[config.mk]
export PLATFORM = sky130hd
export DESIGN_NAME = hazard_ctrl
export DESIGN_NICKNAME = d
export VERILOG_FILES = /design/src/rtl/hazard_pkg.sv /design/src/rtl/hazard_fwd_sel.sv /design/src/rtl/hazard_ctrl.sv
export SDC_FILE = /design/constraint.sdc
export NUM_CORES = 1
export LEC_CHECK = 0
export ABC_CLOCK_PERIOD_IN_PS = 3500
export BUFFER_PORTS_ARGS = -buffer_cell sky130_fd_sc_hd__clkbuf_2
export CORE_ASPECT_RATIO = 0.7
export CORE_MARGIN = 4
export CORE_UTILIZATION = 50
export DETAILED_ROUTE_END_ITERATION = 12
export PLACE_DENSITY = 0.9
export SLEW_MARGIN = 20
export SYNTH_ARGS = -nofsm -noshare
export SYNTH_HDL_FRONTEND = slang
export SYNTH_SLANG_ARGS = --single-unit
[constraint.sdc]
create_clock -name clk -period 3.5 [get_ports clk]
set_input_delay 0.7 -clock clk [delete_from_list [all_inputs] [get_ports clk]]
set_output_delay 0.7 -clock clk [all_outputs]
set_load 0.01 [all_outputs]
[src/rtl/hazard_pkg.sv]
`default_nettype none
// ============================================================
// Package : hazard_pkg
// Brief   : Shared forward-select encodings and control FSM state type.
// Rev     : 1.0
// ============================================================
package hazard_pkg;

    localparam logic [1:0] c_fwdRegFile = 2'b00;
    localparam logic [1:0] c_fwdMem     = 2'b10;
    localparam logic [1:0] c_fwdWb      = 2'b01;

    typedef enum logic [0:0] {
        IDLE = 1'b0,
        BUSY = 1'b1
    } hzState_t;

endpackage : hazard_pkg
`default_nettype wire

[src/rtl/hazard_fwd_sel.sv]
`default_nettype none
// ============================================================
// Module : hazard_fwd_sel
// Brief  : One source operand's forward select and load-use match.
// Rev    : 1.0
// ============================================================
module hazard_fwd_sel
    import hazard_pkg::*;
#(
    parameter int REG_AW = 5
) (
    input  logic              i_regwriteM,
    input  logic              i_regwriteW,
    input  logic              i_isloadE,
    input  logic [REG_AW-1:0] i_rdE,
    input  logic [REG_AW-1:0] i_rdM,
    input  logic [REG_AW-1:0] i_rdW,
    input  logic [REG_AW-1:0] i_rsD,
    input  logic [REG_AW-1:0] i_rsE,
    input  logic              i_srcValidD,
    output logic [1:0]        o_fwdSel,
    output logic              o_loadUseHit
);

    // Register 0 is hardwired, so a write to it never produces a hazard.
    always_comb begin
        o_fwdSel = c_fwdRegFile;
        if (i_regwriteM && (i_rdM != '0) && (i_rdM == i_rsE)) begin
            o_fwdSel = c_fwdMem;
        end else if (i_regwriteW && (i_rdW != '0) && (i_rdW == i_rsE)) begin
            o_fwdSel = c_fwdWb;
        end
    end

    assign o_loadUseHit = i_srcValidD && i_isloadE && (i_rdE != '0) && (i_rdE == i_rsD);

endmodule : hazard_fwd_sel
`default_nettype wire

[src/rtl/hazard_ctrl.sv]
`default_nettype none
// ============================================================
// Module : hazard_ctrl
// Brief  : Forwarding, load-use stall, branch flush and multi-cycle
//          op sequencing for a five-stage pipeline.
// Rev    : 1.0
// ============================================================
module hazard_ctrl
    import hazard_pkg::*;
#(
    parameter int REG_AW      = 5,
    parameter int NUM_SRC     = 2,
    parameter int FLUSH_EXTRA = 0,
    parameter int MC_TIMEOUT  = 64,
    parameter int CNT_W       = 16
) (
    input  logic                      clk,
    input  logic                      rst,
    input  logic                      regwriteM,
    input  logic                      regwriteW,
    input  logic                      isloadE,
    input  logic [REG_AW-1:0]         rdE,
    input  logic [REG_AW-1:0]         rdM,
    input  logic [REG_AW-1:0]         rdW,
    input  logic [NUM_SRC*REG_AW-1:0] rsD,
    input  logic [NUM_SRC*REG_AW-1:0] rsE,
    input  logic [NUM_SRC-1:0]        srcvalidD,
    input  logic                      isbranchtakenE,
    input  logic                      mc_startE,
    input  logic                      mc_doneE,
    output logic [2*NUM_SRC-1:0]      forwardE,
    output logic                      stallF,
    output logic                      stallD,
    output logic                      stallE,
    output logic                      flushD,
    output logic                      flushE,
    output logic                      mc_err,
    output logic [CNT_W-1:0]          stall_cnt,
    output logic [CNT_W-1:0]          flush_cnt
);

    localparam int                  c_busyW      = $clog2(MC_TIMEOUT + 1);
    localparam logic [c_busyW-1:0]  c_busyLast   = c_busyW'(MC_TIMEOUT - 1);
    localparam logic [1:0]          c_flushExtra = 2'(FLUSH_EXTRA);

    hzState_t               r_state;
    logic [c_busyW-1:0]     r_busyCnt;
    logic [1:0]             r_flushExt;
    logic                   r_mcErr;
    logic [CNT_W-1:0]       r_stallCnt;
    logic [CNT_W-1:0]       r_flushCnt;
    logic [2*NUM_SRC-1:0]   r_fwdHold;

    logic [2*NUM_SRC-1:0]   w_fwdLive;
    logic [NUM_SRC-1:0]     w_luHit;
    logic                   w_idle;
    logic                   w_branch;
    logic                   w_stallLU;
    logic                   w_stallF;

    for (genvar gi = 0; gi < NUM_SRC; gi++) begin : g_src
        hazard_fwd_sel #(
            .REG_AW (REG_AW)
        ) u_fwdSel (
            .i_regwriteM  (regwriteM),
            .i_regwriteW  (regwriteW),
            .i_isloadE    (isloadE),
            .i_rdE        (rdE),
            .i_rdM        (rdM),
            .i_rdW        (rdW),
            .i_rsD        (rsD[gi*REG_AW +: REG_AW]),
            .i_rsE        (rsE[gi*REG_AW +: REG_AW]),
            .i_srcValidD  (srcvalidD[gi]),
            .o_fwdSel     (w_fwdLive[2*gi +: 2]),
            .o_loadUseHit (w_luHit[gi])
        );
    end

    // A taken branch squashes the dependent instruction, so it masks load-use.
    assign w_idle    = (r_state == IDLE);
    assign w_branch  = w_idle && isbranchtakenE;
    assign w_stallLU = w_idle && (|w_luHit) && !isbranchtakenE;
    assign w_stallF  = !w_idle || w_stallLU;

    always_comb begin
        forwardE  = '0;
        stallF    = 1'b0;
        stallD    = 1'b0;
        stallE    = 1'b0;
        flushD    = 1'b0;
        flushE    = 1'b0;
        mc_err    = 1'b0;
        stall_cnt = '0;
        flush_cnt = '0;
        if (rst) begin
            forwardE  = w_idle ? w_fwdLive : r_fwdHold;
            stallF    = w_stallF;
            stallD    = w_stallF;
            stallE    = !w_idle;
            flushD    = w_branch || (r_flushExt != 2'd0);
            flushE    = w_branch || w_stallLU;
            mc_err    = r_mcErr;
            stall_cnt = r_stallCnt;
            flush_cnt = r_flushCnt;
        end
    end

    always_ff @(posedge clk) begin
        if (!rst) begin
            r_state    <= IDLE;
            r_busyCnt  <= '0;
            r_flushExt <= 2'd0;
            r_mcErr    <= 1'b0;
            r_stallCnt <= '0;
            r_flushCnt <= '0;
            r_fwdHold  <= '0;
        end else begin
            // The E-stage selection is frozen for the duration of a BUSY stretch.
            if (w_idle) begin
                r_fwdHold <= w_fwdLive;
            end
            if (w_stallF && (r_stallCnt != '1)) begin
                r_stallCnt <= r_stallCnt + CNT_W'(1);
            end
            if (w_branch && (r_flushCnt != '1)) begin
                r_flushCnt <= r_flushCnt + CNT_W'(1);
            end
            if (w_branch) begin
                r_flushExt <= c_flushExtra;
            end else if (r_flushExt != 2'd0) begin
                r_flushExt <= r_flushExt - 2'd1;
            end
            case (r_state)
                IDLE: begin
                    if (mc_startE) begin
                        r_state   <= BUSY;
                        r_busyCnt <= '0;
                    end
                end
                BUSY: begin
                    if (mc_doneE) begin
                        r_state <= IDLE;
                    end else if (r_busyCnt == c_busyLast) begin
                        r_state <= IDLE;
                        r_mcErr <= 1'b1;
                    end else begin
                        r_busyCnt <= r_busyCnt + c_busyW'(1);
                    end
                end
                default: r_state <= IDLE;
            endcase
        end
    end

endmodule : hazard_ctrl
`default_nettype wire

Word-level counts from Yosys, hierarchy flattened
Index checks and enable logic that the tools add are counted.
{ "classes": {"n_addsub": 4, "n_eq_ne": 12, "n_mux": 21, "bitwise_logic": 3, "reduce_logical": 29} }
{ "ops": {"columns": ["operator", "n"], "rows": [
  ["$add A16 B1 Y16 const B", 2],
  ["$mux W16", 2],
  ["$ne A16 B16 Y1 const B", 2],
  ["$eq A5 B5 Y1", 6],
  ["$mux W7", 3],
  ["$logic_and A1 B1 Y1", 17],
  ["$reduce_bool A5 Y1", 3],
  ["$pmux W7 S2", 1],
  ["$mux W1", 10],
  ["$mux W4", 2],
  ["$add A7 B1 Y7 const B", 1],
  ["$eq A7 B6 Y1 const B", 1],
  ["$ne A2 B2 Y1 const B", 3],
  ["$reduce_and A3 Y1", 2],
  ["$mux W2", 2],
  ["$reduce_or A2 Y1", 2],
  ["$logic_or A1 B1 Y1", 3],
  ["$not A1 Y1", 3],
  ["$pmux W1 S2", 1],
  ["$reduce_bool A2 Y1", 1],
  ["$sub A2 B1 Y2 const B", 1],
  ["$logic_not A1 Y1", 1]
]} }
{ "word_totals": {"reg_bits": 47, "out_inout_bits": 42, "word_cells": 76} }

Depth between registers and ports, before layout
{ "depth": {"ltp_word": 8, "ltp_mapped": 8, "ltp_nobuf": 7} }

Hierarchy
From an unflattened synthesis, not the netlist that was laid out.
{ "hier_totals": {"cells_unflattened": 365, "hier_area_um2": 3005.4} }
{ "modules_own_cells": {"columns": ["module", "instances", "cells_per_inst", "area_per_inst_um2", "seq_area_each_um2"], "rows": [
  ["hazard_ctrl", 1, 305, 2562.5, 940.9],
  ["hazard_fwd_sel", 2, 30, 221.5, 0.0]
]} }

Worst setup path before layout
OpenSTA, ideal clock, no wires.
{ "synth_timing": {"kind": "in2out", "startpoint": "input rdE[0]", "endpoint": "output stallF", "t_arrival_ns": 2.098, "t_required_ns": 2.800, "setup_slack_ns": 0.702, "path_stages": 8, "cell_sequence": "xnor2_1 > nand4_1 > o22a_1 > o31a_1 > buf_6 > clkbuf_1 > nor2_1 > buf_4"} }
{ "synth_between": {"elab_chain_len": 8} }
{ "synth_lines": {"columns": ["element", "line_no", "rtl"], "rows": [
  ["start, declared", "hazard_ctrl.sv:22", "input logic [REG_AW-1:0] rdE,"],
  ["$reduce_bool A5 Y1", "hazard_fwd_sel.sv:35", "assign o_loadUseHit = i_srcValidD && i_isloadE && (i_rdE != '0) && (i_rdE == i_rsD);"],
  ["$logic_and A1 B1 Y1 (2 in a row)", "hazard_fwd_sel.sv:35", null],
  ["$reduce_or A2 Y1 *", "hazard_ctrl.sv:82", "assign w_stallLU = w_idle && (|w_luHit) && !isbranchtakenE;"],
  ["$logic_and A1 B1 Y1 * (2 in a row)", "hazard_ctrl.sv:82", null],
  ["$logic_or A1 B1 Y1 *", "hazard_ctrl.sv:83", "assign w_stallF = !w_idle || w_stallLU;"],
  ["$mux W1 *", null, null],
  ["end, declared", "hazard_ctrl.sv:32", "output logic stallF,"]
]} }
Every way passes the cells marked *; elsewhere a longest branch is shown, timed or not.

Worst setup path in the final report
{ "layout_timing": {"startpoint": "input rdM[0]", "endpoint": "output forwardE[2]"} }
{ "layout_between": {"elab_chain_len": 6} }
{ "layout_lines": {"columns": ["element", "line_no", "rtl"], "rows": [
  ["start, declared", "hazard_ctrl.sv:23", "input logic [REG_AW-1:0] rdM,"],
  ["$reduce_bool A5 Y1", "hazard_fwd_sel.sv:28", "if (i_regwriteM && (i_rdM != '0) && (i_rdM == i_rsE)) begin"],
  ["$logic_and A1 B1 Y1", "hazard_fwd_sel.sv:28", null],
  ["$logic_and A1 B1 Y1 *", "hazard_fwd_sel.sv:28", null],
  ["$mux W2 *", "hazard_fwd_sel.sv:28", null],
  ["$mux W4 * (2 in a row)", null, null],
  ["end, declared", "hazard_ctrl.sv:31", "output logic [2*NUM_SRC-1:0] forwardE,"]
]} }
Marked as above.

==> impl_metrics.toml <==
[floorplanning]
fp.coreArea_mm2 = 0.00529
die_w_um = 96.7
pin_count = 87
design.die.area_mm2 = 0.00678
fp.dieH_um = 70.1
initial_core_util_pct = 52.1
rows = 22

[layout]
syn_to_final_growth_pct = 20.8
fin_cells = 497
final_nets = 473
final_common_cell = "clkbuf_2"
design_area_mm2 = 0.00333
fin_util_pct = 62.9
drive_above_1_share_pct = 24.9
mostFrequentLayoutCells = "86 x clkbuf_2, 47 x dfxtp_1, 38 x nor2_1, 31 x and2_1, 25 x xnor2_1"
n_fill_cell = 464
n_antenna_cell = 0

[critical_path]
max_stage_delay_ns = 0.50
cp_cell_sequence = "clkbuf_2 -> or4_1 -> o21ai_0 -> nor4_1 -> a31oi_1 -> a22o_1 -> clkbuf_2"
end_kind = "output port"
cp-start-kind = "input pin"
cp_slowest_cell = "or4_1"
cp.required_ns = 2.80
crit_type = "in2out"
worstPathArrival_ns = 2.20
cp.buffers_inverters = 2
crit_fanout = 3
cp_top_family = "compound AO/OA/AOI/OAI gates"
cp_common_cell = "clkbuf_2"

[clock_tree]
tritoncts = "done"
postCtsSetupRepairBufs = 0
path_clk_slew_ns = 0.08
cts_resized = 0
clock_sinks = 47
cts_max_level = 2
ctsHoldBuffers = 0
numCtsBuffers = 5
insertion_delay_ns = 0.30
root_buffer = "clkbuf_8"
ctsLongestPathBuffers = 2

[timing]
setup_viol = 0
setup_tns_ns = 0
min_period_over_period_pct = 82.9
fmax_mhz = 345
period_minus_slack_ns = 2.90
slew_headroom_pct = 42.3
hold_viol = 0
slew_violations = 0
rsz0062_at_grt = "false"
finClkSkew_ns = 0.00418
worst_pin_slew_ns = 0.855

[detailed_routing]
drt_iter0_markers = 156
wl_mm = 6.88
firstDrtPassIters = 4
vias_per_cell = 5.41
drc = 0
postRouteAntennaNets = 0
via_count = 2687
post_drt_wl_per_cell_um = 13.8

[synth]
yosys_warnings = 0
synth_ff_type = "dfxtp_1"
syn-num-nets = 391
avgSynthCellArea_um2 = 8.05
synth.cell_area_mm2 = 0.00275
async_flop_share_pct = 0
yosysSeqAreaShare_pct = 34.2
synthDistinctLibCells = 41
syn_inst = 342
ys_top_cells_by_area = "dfxtp_1 34%, xnor2_1 8.0%, and2_1 7.0%"
synth_edf_count = 0
yosys.area.top_type_share_pct = 34.2
ys_seq_elements = 47
synth_top_area_cell = "dfxtp_1"

[power]
p_leak_nw = 1.36
powerDensity_mw_per_mm2 = 315
ir_drop_v = 0.000166

[place]
port_buffers = 86
placed_area_mm2 = 0.00323
hpwl_mm = 5.40
dp_cells = 489
routabilityCongestion = 0.882

[global_routing]
grt_pass1_wl_mm = 12.1
grt.total_usage_pct = 21.0
grt_max_degree = 38
grt_pass1_vias = 2674
antenna_found_initial = 0
grt-ovfl-total = 0

[worst_hold_path]
hold_class = "reg2reg"

[run]
drv_cap = 0

[outcome]
status = "completed"
## report_power, final
group / internal, W / switching, W / leakage [nW] / total, W
clock network: 0.000180 / 0.000173 / 0.0515 / 0.000354
logic: 0.0000630 / 0.0000821 / 0.926 / 0.000145
registers: 0.000542 / 0.00000840 / 0.380 / 0.000551
## sequential cells by signal, indices dropped and copies added, names as in the netlist
register    flops
r_fwdHold       4
r_stallCnt     16
r_flushExt      2
r_flushCnt     16
r_state         1
r_busyCnt       7
r_mcErr         1
## worst paths after layout
kind,start,endpoint,slack [ns],depth (start not counted)
setup / recovery,rdM[0],forwardE[2],0.60,7
hold / removal,r_busyCnt[6],r_busyCnt[6],0.47,2
setup reg to reg,r_busyCnt[0],r_busyCnt[3],1.29,7
hold reg to reg,r_busyCnt[6],r_busyCnt[6],0.47,2
## worst min-delay path, delay by kind of cell (launching register included)
| kind | cells | cell delay [ns] |
|---|---|---|
| flip-flops | 1 | 0.32 |
| buffers and inverters | 1 | 0.07 |
| AO/OA/AOI/OAI | 1 | 0.04 |
## cell type report
type                       count  area [µm²]  area share (%)
tap                           72        90.1            2.71
multi-input combinational    269        1700            51.0
clock buffer                   8         100            3.01
sequential                    47         941            28.3
timing repair buffer          89         453            13.6
inverter                      12        45.0            1.35
## cells in the mapped netlist (all sizes together), types with 3 or more instances
| master | number |
|---|---|
| xor2 | 20 |
| or4 | 3 |
| mux2 | 7 |
| nand2 | 16 |
| buf | 4 |
| nor2 | 38 |
| nand4 | 21 |
| a21oi | 15 |
| ha | 4 |
| or3 | 11 |
| dfxtp | 47 |
| and2 | 31 |
| nand3 | 19 |
| clkbuf | 10 |
| nor4 | 7 |
| a31oi | 3 |
| o21ai | 19 |
| nor3 | 8 |
| inv | 12 |
| and3 | 3 |
| xnor2 | 25 |
## stage by stage
stage                     power [W]  worst slack (ns)  hold WS (ns)
after floorplan            0.000648             0.702         0.429
after global placement     0.000700             0.676         0.447
after detailed placement   0.000707             0.594         0.455
after CTS                   0.00106             0.593         0.470
after global routing        0.00110             0.482         0.488
final                       0.00105             0.600         0.471
## per-layer routing
metal  track usage, %  share of wire (%)  vias up
li1                 -                  -     1357
met3             6.39                5.0       18
met1             25.5                 44     1255
met4             7.17                2.0        0
met5                0                  0        -
met2             35.6                 49       57
## logic make-up (layout without fill, tap and decap cells)
group	count (synthesis)	after routing	share of synthesized area [%]
AO/OA/AOI/OAI	50	50	11.0
buffers and inverters	26	109	4.23
AND/OR/NAND/NOR	162	162	31.3
XOR/XNOR	45	45	14.3
multiplexers	8	8	3.23
flip-flops	47	47	34.2
adder cells (fa/ha/maj)	4	4	1.82
Note: power is estimated with default switching activity, not from simulation.
